==> src/rtl/ps2_mouse_stream_controller.sv <==
// PS/2 mouse host: sends INIT_CMD, checks for the 0xFA ack, then streams PACKET_BYTES-byte movement packets.
// Optional build macro PS2_RETRY_EN: on a failed handshake, resend the command up to MAX_RETRY times.
module ps2_mouse_stream_controller #(
  parameter int unsigned CLK_FREQ_HZ  = 25_000_000,
  parameter int unsigned PACKET_BYTES = 3,
  parameter logic [7:0]  INIT_CMD     = 8'hF4,
  parameter int unsigned FILTER_LEN   = 8,
  parameter int unsigned MAX_RETRY    = 3
) (
  input  logic                      clk,
  input  logic                      reset,
  input  logic                      ps2_clk,
  input  logic                      ps2_data,
  output logic                      ps2_clk_hiz,
  output logic                      ps2_data_hiz,
  output logic [8*PACKET_BYTES-1:0] packet,
  output logic                      data_ready,
  output logic                      frame_error,
  output logic                      error_no_ack
);
  localparam int unsigned T150 = 32'((64'(CLK_FREQ_HZ) * 64'd150   + 64'd999_999) / 64'd1_000_000);
  localparam int unsigned T400 = 32'((64'(CLK_FREQ_HZ) * 64'd400   + 64'd999_999) / 64'd1_000_000);
  localparam int unsigned T20M = 32'((64'(CLK_FREQ_HZ) * 64'd20000 + 64'd999_999) / 64'd1_000_000);
  localparam int unsigned TW   = $clog2(T20M);
  localparam int unsigned FCW  = $clog2(FILTER_LEN + 1);
  localparam int unsigned BIW  = $clog2(PACKET_BYTES);
  localparam int unsigned PW   = 8 * PACKET_BYTES;

  typedef enum logic [3:0] {
    S_START, S_HOLD_CLK_L, S_REQ_SEND, S_TRANSMIT, S_ACK_BIT, S_WAIT_RESP,
    S_RX_IDLE, S_RX_FRAME, S_VERIFY, S_OUTPUT, S_ERROR
  } state_t;

  logic           clk_s1_q, clk_s2_q, dat_s1_q, dat_s2_q;
  logic           filt_q, fall_q;
  logic [FCW-1:0] fcnt_q;

  state_t         state_q, state_d;
  logic [10:0]    tx_sh_q, tx_sh_d;
  logic [9:0]     rx_sh_q, rx_sh_d;
  logic [3:0]     bit_cnt_q, bit_cnt_d;
  logic [BIW-1:0] byte_idx_q, byte_idx_d;
  logic [TW-1:0]  tmr_q, tmr_d;
  logic [PW-1:0]  pkt_buf_q, pkt_buf_d, packet_q, packet_d;
  logic           bad_q, bad_d;
  logic           data_ready_q, data_ready_d, frame_error_q, frame_error_d;
  logic           no_ack_q, no_ack_d, clk_hiz_q, clk_hiz_d, data_hiz_q, data_hiz_d;
  logic           hs_fail, rx_timeout, frame_ok;
  logic [10:0]    frame;
`ifdef PS2_RETRY_EN
  localparam int unsigned RW = $clog2(MAX_RETRY + 1);
  logic [RW-1:0]  retry_q, retry_d;
`endif

  // The filtered clock only follows the synchronised pad after FILTER_LEN identical samples.
  always_ff @(posedge clk or negedge reset) begin
    if (!reset) begin
      clk_s1_q <= 1'b1; clk_s2_q <= 1'b1; dat_s1_q <= 1'b1; dat_s2_q <= 1'b1;
      filt_q   <= 1'b1; fall_q   <= 1'b0; fcnt_q   <= '0;
    end else begin
      clk_s1_q <= ps2_clk;  clk_s2_q <= clk_s1_q;
      dat_s1_q <= ps2_data; dat_s2_q <= dat_s1_q;
      if (clk_s2_q == filt_q) begin
        fcnt_q <= '0;
        fall_q <= 1'b0;
      end else if (fcnt_q == FCW'(FILTER_LEN - 1)) begin
        filt_q <= clk_s2_q;
        fcnt_q <= '0;
        fall_q <= ~clk_s2_q;
      end else begin
        fcnt_q <= fcnt_q + 1'b1;
        fall_q <= 1'b0;
      end
    end
  end

  assign frame    = {dat_s2_q, rx_sh_q};
  assign frame_ok = ~frame[0] & frame[10] & (^frame[9:1]);

  always_comb begin
    state_d       = state_q;
    tx_sh_d       = tx_sh_q;
    rx_sh_d       = rx_sh_q;
    bit_cnt_d     = bit_cnt_q;
    byte_idx_d    = byte_idx_q;
    tmr_d         = tmr_q + 1'b1;
    pkt_buf_d     = pkt_buf_q;
    bad_d         = bad_q;
    packet_d      = packet_q;
    data_ready_d  = 1'b0;
    frame_error_d = 1'b0;
    no_ack_d      = no_ack_q;
    hs_fail       = 1'b0;
    rx_timeout    = 1'b0;
`ifdef PS2_RETRY_EN
    retry_d       = retry_q;
`endif
    case (state_q)
      S_START: begin
        tx_sh_d   = {1'b1, ~^INIT_CMD, INIT_CMD, 1'b0};
        tmr_d     = '0;
        bit_cnt_d = '0;
        state_d   = S_HOLD_CLK_L;
      end
      S_HOLD_CLK_L: if (tmr_q == TW'(T150 - 1)) state_d = S_REQ_SEND;
      S_REQ_SEND:   state_d = S_TRANSMIT;
      S_TRANSMIT: if (fall_q) begin
        tx_sh_d   = {1'b1, tx_sh_q[10:1]};
        bit_cnt_d = bit_cnt_q + 1'b1;
        if (bit_cnt_q == 4'd9) state_d = S_ACK_BIT;
      end
      S_ACK_BIT: if (fall_q) begin
        if (!dat_s2_q) begin
          state_d   = S_WAIT_RESP;
          bit_cnt_d = '0;
          tmr_d     = '0;
        end else begin
          hs_fail = 1'b1;
        end
      end
      S_WAIT_RESP: begin
        if (fall_q) begin
          rx_sh_d   = {dat_s2_q, rx_sh_q[9:1]};
          bit_cnt_d = bit_cnt_q + 1'b1;
        end
        if (fall_q && bit_cnt_q == 4'd10) begin
          if (frame_ok && frame[8:1] == 8'hFA) begin
            state_d    = S_RX_IDLE;
            bit_cnt_d  = '0;
            byte_idx_d = '0;
            bad_d      = 1'b0;
          end else begin
            hs_fail = 1'b1;
          end
        end else if (tmr_q == TW'(T20M - 1)) begin
          hs_fail = 1'b1;
        end
      end
      S_RX_IDLE: begin
        if (fall_q) begin
          rx_sh_d   = {dat_s2_q, rx_sh_q[9:1]};
          bit_cnt_d = 4'd1;
          tmr_d     = '0;
          state_d   = S_RX_FRAME;
        end else if (byte_idx_q != '0 && tmr_q == TW'(T400)) begin
          rx_timeout = 1'b1;
        end
      end
      S_RX_FRAME: begin
        if (fall_q) begin
          rx_sh_d   = {dat_s2_q, rx_sh_q[9:1]};
          bit_cnt_d = bit_cnt_q + 1'b1;
          tmr_d     = '0;
          if (bit_cnt_q == 4'd10) begin
            pkt_buf_d[{byte_idx_q, 3'b000} +: 8] = frame[8:1];
            bad_d     = bad_q | ~frame_ok;
            bit_cnt_d = '0;
            if (byte_idx_q == BIW'(PACKET_BYTES - 1)) begin
              state_d = S_VERIFY;
            end else begin
              byte_idx_d = byte_idx_q + 1'b1;
              state_d    = S_RX_IDLE;
            end
          end
        end else if (tmr_q == TW'(T400)) begin
          rx_timeout = 1'b1;
        end
      end
      S_VERIFY: begin
        byte_idx_d = '0;
        bad_d      = 1'b0;
        if (bad_q || !pkt_buf_q[3]) begin
          frame_error_d = 1'b1;
          state_d       = S_RX_IDLE;
        end else begin
          packet_d     = pkt_buf_q;
          data_ready_d = 1'b1;
          state_d      = S_OUTPUT;
        end
      end
      S_OUTPUT: state_d = S_RX_IDLE;
      S_ERROR:  no_ack_d = 1'b1;
      default:  state_d = S_START;
    endcase

    if (rx_timeout) begin
      frame_error_d = 1'b1;
      state_d       = S_RX_IDLE;
      byte_idx_d    = '0;
      bit_cnt_d     = '0;
      bad_d         = 1'b0;
    end

    if (hs_fail) begin
`ifdef PS2_RETRY_EN
      if (retry_q == RW'(MAX_RETRY)) begin
        state_d  = S_ERROR;
        no_ack_d = 1'b1;
      end else begin
        retry_d = retry_q + 1'b1;
        state_d = S_START;
      end
`else
      state_d  = S_ERROR;
      no_ack_d = 1'b1;
`endif
    end

    // Pad controls are registered from the next state so they never glitch.
    clk_hiz_d  = (state_d != S_HOLD_CLK_L);
    data_hiz_d = (state_d == S_REQ_SEND) ? 1'b0 :
                 (state_d == S_TRANSMIT) ? tx_sh_d[0] : 1'b1;
  end

  always_ff @(posedge clk or negedge reset) begin
    if (!reset) begin
      state_q       <= S_START;
      tx_sh_q       <= '1;
      rx_sh_q       <= '0;
      bit_cnt_q     <= '0;
      byte_idx_q    <= '0;
      tmr_q         <= '0;
      pkt_buf_q     <= '0;
      bad_q         <= 1'b0;
      packet_q      <= '0;
      data_ready_q  <= 1'b0;
      frame_error_q <= 1'b0;
      no_ack_q      <= 1'b0;
      clk_hiz_q     <= 1'b1;
      data_hiz_q    <= 1'b1;
`ifdef PS2_RETRY_EN
      retry_q       <= '0;
`endif
    end else begin
      state_q       <= state_d;
      tx_sh_q       <= tx_sh_d;
      rx_sh_q       <= rx_sh_d;
      bit_cnt_q     <= bit_cnt_d;
      byte_idx_q    <= byte_idx_d;
      tmr_q         <= tmr_d;
      pkt_buf_q     <= pkt_buf_d;
      bad_q         <= bad_d;
      packet_q      <= packet_d;
      data_ready_q  <= data_ready_d;
      frame_error_q <= frame_error_d;
      no_ack_q      <= no_ack_d;
      clk_hiz_q     <= clk_hiz_d;
      data_hiz_q    <= data_hiz_d;
`ifdef PS2_RETRY_EN
      retry_q       <= retry_d;
`endif
    end
  end

  assign ps2_clk_hiz  = clk_hiz_q;
  assign ps2_data_hiz = data_hiz_q;
  assign packet       = packet_q;
  assign data_ready   = data_ready_q;
  assign frame_error  = frame_error_q;
  assign error_no_ack = no_ack_q;
endmodule

==> config.mk <==
export PLATFORM = sky130hd
export DESIGN_NAME = ps2_mouse_stream_controller
export DESIGN_NICKNAME = d
export VERILOG_FILES = /design/src/rtl/ps2_mouse_stream_controller.sv
export SDC_FILE = /design/constraint.sdc
export NUM_CORES = 1
export LEC_CHECK = 0
export ABC_AREA = 1
export CORE_ASPECT_RATIO = 0.5
export CORE_MARGIN = 2
export CORE_UTILIZATION = 43
export CTS_CLUSTER_DIAMETER = 50
export DETAILED_ROUTE_END_ITERATION = 12
export SYNTH_ARGS = -nofsm -noshare
export SYNTH_HDL_FRONTEND = slang
export SYNTH_SLANG_ARGS = --single-unit
==> constraint.sdc <==
create_clock -name clk -period 4.45 [get_ports clk]
set_clock_uncertainty 0.1 [all_clocks]
set_input_delay 0.89 -clock clk [delete_from_list [all_inputs] [get_ports clk]]
set_output_delay 0.89 -clock clk [all_outputs]
set_load 0.05 [all_outputs]
### Word-level counts from Yosys, hierarchy flattened

Cells that the tools add are included.

* memories: 0
* bits in read-only memories: 0
* bits in latches: 0
* register bits: 114
* RAM bits: 0

* divide/modulo/power cells: 0
* $add $sub $neg: 5
* eq/ne operators: 31
* bitwise gates (word level): 8
* reduce and logical (&&, ||, !) cells: 22
* shift operators: 2
* $mul: 0
* magnitude comparators: 0
* multiplexer cells: 69

Operators by type and width (count)
* 4-bit two-way mux: 25
* 19-bit two-way mux: 3
* 19-bit one-hot mux with 3 select lines: 1
* 4-bit one-hot mux with 11 select lines: 1
* 1-bit two-way mux: 25
* 24-bit bitwise mux: 1
* 3-bit != test, second input constant: 8
* 4-bit one-hot mux with 6 select lines: 1
* 8-bit by 7-bit variable shift with 24-bit output, first input constant: 1
* 8-bit by 7-bit indexed part select with 24-bit output: 1
* 11-bit one-hot mux with 2 select lines: 1
* 4-bit by 3-bit == test with 1-bit output, second input constant: 5
* 4-bit == test, second input constant: 5
* 19-bit by 1-bit adder with 19-bit output, second input constant: 1
* 19-bit by 12-bit == test with 1-bit output, second input constant: 1
* 19-bit by 14-bit == test with 1-bit output, second input constant: 1
* 19-bit == test, second input constant: 1
* 4-bit by 2-bit == test with 1-bit output, second input constant: 4
* 2-bit two-way mux: 6
* 11-bit two-way mux: 1
* 5-bit AND reduction: 2
* 9-bit XOR reduction: 1
* 4-bit by 1-bit adder with 4-bit output, second input constant: 2
* 8-bit == test, second input constant: 1
* other kinds (25): 38

### Depth between registers and ports, before layout

* word-level depth: 12
* depth in mapped cells: 15
* gate-level depth less buffers: 15

### Worst setup path after synthesis

Ideal clock, no wire load.

* path kind: register to register
* start: register byte_idx_q[0]
* end: register bit_cnt_q[0]
* clock period less this slack: 1856 ps
* data required time: 4285 ps
* cell stages (with the launch flop): 12
* arrival time: 1691 ps
* path buffers: 0
* setup slack: 2594 ps
* setup time: 65 ps
* cell sequence: dfrtp_1 inv_1 ha_1 inv_1 o211ai_1 nor2_2 nand2_2 nand3_2 nand3_2 nor2_4 nand2_1 nand2_1

* cells in the longest elaborated chain, start to end: 7
* elaborated cells between the ends (all ways): 12

Ends and longest elaborated chain
* start, declared: RTL line 42 `logic [BIW-1:0] byte_idx_q, byte_idx_d;`
* start signal, assigned: RTL line 239 `byte_idx_q <= byte_idx_d;`
* 2-bit nonzero test (*): RTL line 145 `end else if (byte_idx_q != '0 && tmr_q == TW'(T400)) begin`
* 1-bit logical AND (*): RTL line 145
* 1-bit two-way mux (*): RTL line 145
* 1-bit two-way mux (*): RTL line 140 `if (fall_q) begin`
* 1-bit one-hot mux with 2 select lines (*): RTL line 98 `case (state_q)`
* 7-bit nonzero test (no line) or 3-bit != test (tied branches)
* 5-bit AND reduction (no line)
* end signal, assigned: RTL line 238 `bit_cnt_q <= bit_cnt_d;`
* end, declared: RTL line 41 `logic [3:0] bit_cnt_q, bit_cnt_d;`

Mark *: on every way between the ends. The rest lies on a longest branch, timed or not.
A chain may end at the register's enable or synchronous reset.

### Worst setup path after layout

* start: register clk_hiz_q, in the netlist ps2_clk_hiz
* end: output port ps2_clk_hiz

RTL lines
* start, declared: RTL line 47 `logic no_ack_q, no_ack_d, clk_hiz_q, clk_hiz_d, data_hiz_q, data_hiz_d;`
* start signal, assigned: RTL line 247 `clk_hiz_q <= clk_hiz_d;`
* end, declared: RTL line 14 `output logic ps2_clk_hiz,`

No word-level cell between the ends.

==> metrics.yaml <==
port_buffers: 32
hold_end: "clk_s2_q$_DFF_PN1_"
slew_headroom_pct: 43.73
track_usage_pct: 18.63
synth_cell_types: 45
hold_viol_final: 0
drt_iter0_markers: 353
setup_slack_ns: 1.744
timing.final.crit_share_pct: 60.80
pwr_density_cell_nw_per_um2: 357.0
critPathBufInv: 1
grt_antenna_before_repair: 0
initial_utilization_pct: 43.55
yosysTopAreaCellShare_pct: 41.17
row_count: 30
drive_gt1_share_pct: 12.96
overflow: 0
syn_area_um2: 5836
netlist_instances: 706
cts_root_buf: "clkbuf_16"
p_leak_nw: 3.181
final_area_um2: 6900
grt_pass1_vias: 4310
grt_start_max_net_pins: 66
status: "completed"
p_switching_uw: 558.1
dr_total_vias: 4648
path_delay_family: "buffers and inverters"
hold_buffers: 0
clkPwrFrac_pct: 54.3
combinationalPowerShare_pct: 2.4
synth_common_cells: "155 x nand2_1, 96 x dfrtp_1, 93 x inv_1"
worst_pin_slew_ns: 0.8376
rr_worst_depth: 5
clk_pin_slew_worst_paths_ns: 0.06
die_w_um: 168.8
diodes: 0
r2r_end: "pkt_buf_q[3]$_DFFE_PN0P_"
dp.cells: 901
min_path_cells: 0
crit_slowest_cell: "clkdlybuf4s50_1"
insertion_delay_ns: 0.41
cts.repair.resized: 0
ios: 33
crit-reg2reg-launch: "byte_idx_q[0]$_DFFE_PN0P_"
cap_viol_max_count: 0
h-tree-depth: 4
arrival_ns: 1.72
postCtsSetupBuffers: 0
crit_type: "flop to output port"
tns_ns: 0
cts_buffers: 17
syn_avg_cell_area_um2: 8.266
synth_fp_nets: 726
ant_nets: 0
hp-class: "flop to flop"
cp_cell_sequence: "clkdlybuf4s50_1"
fin_crit_ns: 2.706
synth.area.top_cells: "dfrtp_1 41%, nand2_1 10%, dfstp_2 8.1%, inv_1 6.0%, o21ai_0 5.1%"
ir_worst_vdd_mv: 0.2583
drc: 0
wl_per_cell_um: 13.46
fmax_mhz: 369.6
cpPeakStageDelay_ns: 0.79
cts_tree: "done"
end_kind: "output port"
vias_per_cell: 4.987
critPathRequiredTime_ns: 3.46
synth-async-reset-ratio_pct: 100.0
drv_slew: 0
synth.yosys.seq_area_share_pct: 49.27
startpoint_type: "flop"
first_pass_iters: 5
setup_viol: 0
wl_um: 12550
cts_buffer_depth: 2
cell_internal_pwr_mw: 1.906
synthToLayoutAreaGrowth_pct: 18.25
synth_flop_cell: "dfrtp_1"
final_cells: 932
place_area_um2: 6317
nets: 764
synth_edf_count: 0
hp-start: "clk_s1_q$_DFF_PN1_"
grt_pass1_wl_um: 21640
clock-sinks: 114
ys_ff_latch: 114
utilization_pct: 51.49
crit_fanout: 1
swShare_pct: 22.65
post-place-ws_ns: 2.131
yosysTopAreaCell: "dfrtp_1"
seqPwrFrac_pct: 43.4
hpwl_um: 8915
reg2reg_slack_ns: 2.17
die_area_um2: 14580
core_um2: 13400
synth.most_common_cell: "nand2_1"
ys_warn_count: 0
die_y_um: 86.38
gp_congestion: 0.9165
rsz0062_at_grt: "false"
placed cells by master (no fill, tap or decap), types with 3 or more instances in the layout:
master / count
clkdlybuf4s50_1: 31
nor3_1: 20
nand4_1: 23
nor3_2: 3
o211ai_1: 6
nor2_1: 67
nor4_1: 3
inv_2: 8
nand3_1: 38
inv_1: 93
dfstp_2: 18
nand2_2: 6
o21ai_1: 15
ha_1: 16
inv_6: 3
nand3_2: 3
dfrtp_1: 96
xor2_1: 6
o21ai_0: 59
clkinv_4: 5
nor2_4: 8
clkbuf_16: 17
nand2_1: 155
a21oi_1: 12
or2_2: 5
nor2_2: 6
worst register-to-register path: stages, from the launching register on:
cell	delay, ns
dfrtp_1	0.44
inv_1	0.16
ha_1	0.50
nor3_1	0.76
nand3_1	0.15
o21ai_0	0.10
registers in the layout, summed over array words and instances, names as in the netlist:
register and flops:
rx_sh_q 10, packet 24, error_no_ack 1, tmr_q 19
fcnt_q 4, byte_idx_q 2, clk_s2_q 1, dat_s2_q 1
tx_sh_q 11, bit_cnt_q 4, ps2_clk_hiz 1, filt_q 1
bad_q 1, fall_q 1, pkt_buf_q 24, clk_s1_q 1
state_q 4, dat_s1_q 1, ps2_data_hiz 1, frame_error 1
data_ready 1
layer usage:
layer	vias to the layer above	routed length (µm)	global-route usage (%)	part of all wire, %
li1	2378	-	-	-
met1	2184	6609	28.02	53
met2	74	5435	27.79	43
met3	12	386	3.425	3.1
met4	0	113	4.702	0.90
met5	-	0	0	0
through the flow:
stage	power [mW]	hold slack (ns)
after floorplan	1.114	0.2452
after global placement	1.144	0.2470
after detailed placement	1.148	0.2472
after CTS	2.494	0.2558
after global routing	2.559	0.2566
final	2.464	0.2552
power groups by stage:
stage,Combinational (mW),Sequential [mW],Clock (mW)
after floorplan,0.0304,1.08,0
after global placement,0.0594,1.09,0
after detailed placement,0.0618,1.09,0
after CTS,0.0617,1.07,1.36
after global routing,0.0734,1.07,1.42
final,0.0584,1.07,1.34
kinds of logic (layout without fill, tap and decap cells):
logic type               Yosys count  after routing  share of synthesized area, %
AO/OA/AOI/OAI                    108            108                         10.25
AND/OR/NAND/NOR                  343            343                         27.79
XOR/XNOR                           8              8                         1.201
adder cells (fa/ha/maj)           16             16                         3.430
buffers and inverters            117            167                         8.062
flip-flops                       114            114                         49.27
cell type report:
cell class,instances,area (µm²)
inverter,103,394.1
sequential,114,2875
clock inverter,14,157.7
timing repair buffer,33,337.8
tap,176,220.2
fill,1267,6500
clock buffer,17,425.4
multi-input combinational,475,2490
worst max path at each step:
stage	startpoint	end	slack [ns]	cells after the start
global route	ps2_clk_hiz$_DFF_PN1_	ps2_clk_hiz	1.71	1
global placement	ps2_clk_hiz$_DFF_PN1_	ps2_clk_hiz	2.18	1
floorplan	byte_idx_q[0]$_DFFE_PN0P_	bit_cnt_q[0]$_DFFE_PN0P_	2.59	11
finish	ps2_clk_hiz$_DFF_PN1_	ps2_clk_hiz	1.74	1
CTS	ps2_clk_hiz$_DFF_PN1_	ps2_clk_hiz	1.72	1
detailed placement	byte_idx_q[0]$_DFFE_PN0P_	pkt_buf_q[2]$_DFFE_PN0P_	2.13	5
Note: power is estimated with default switching activity, not from simulation.
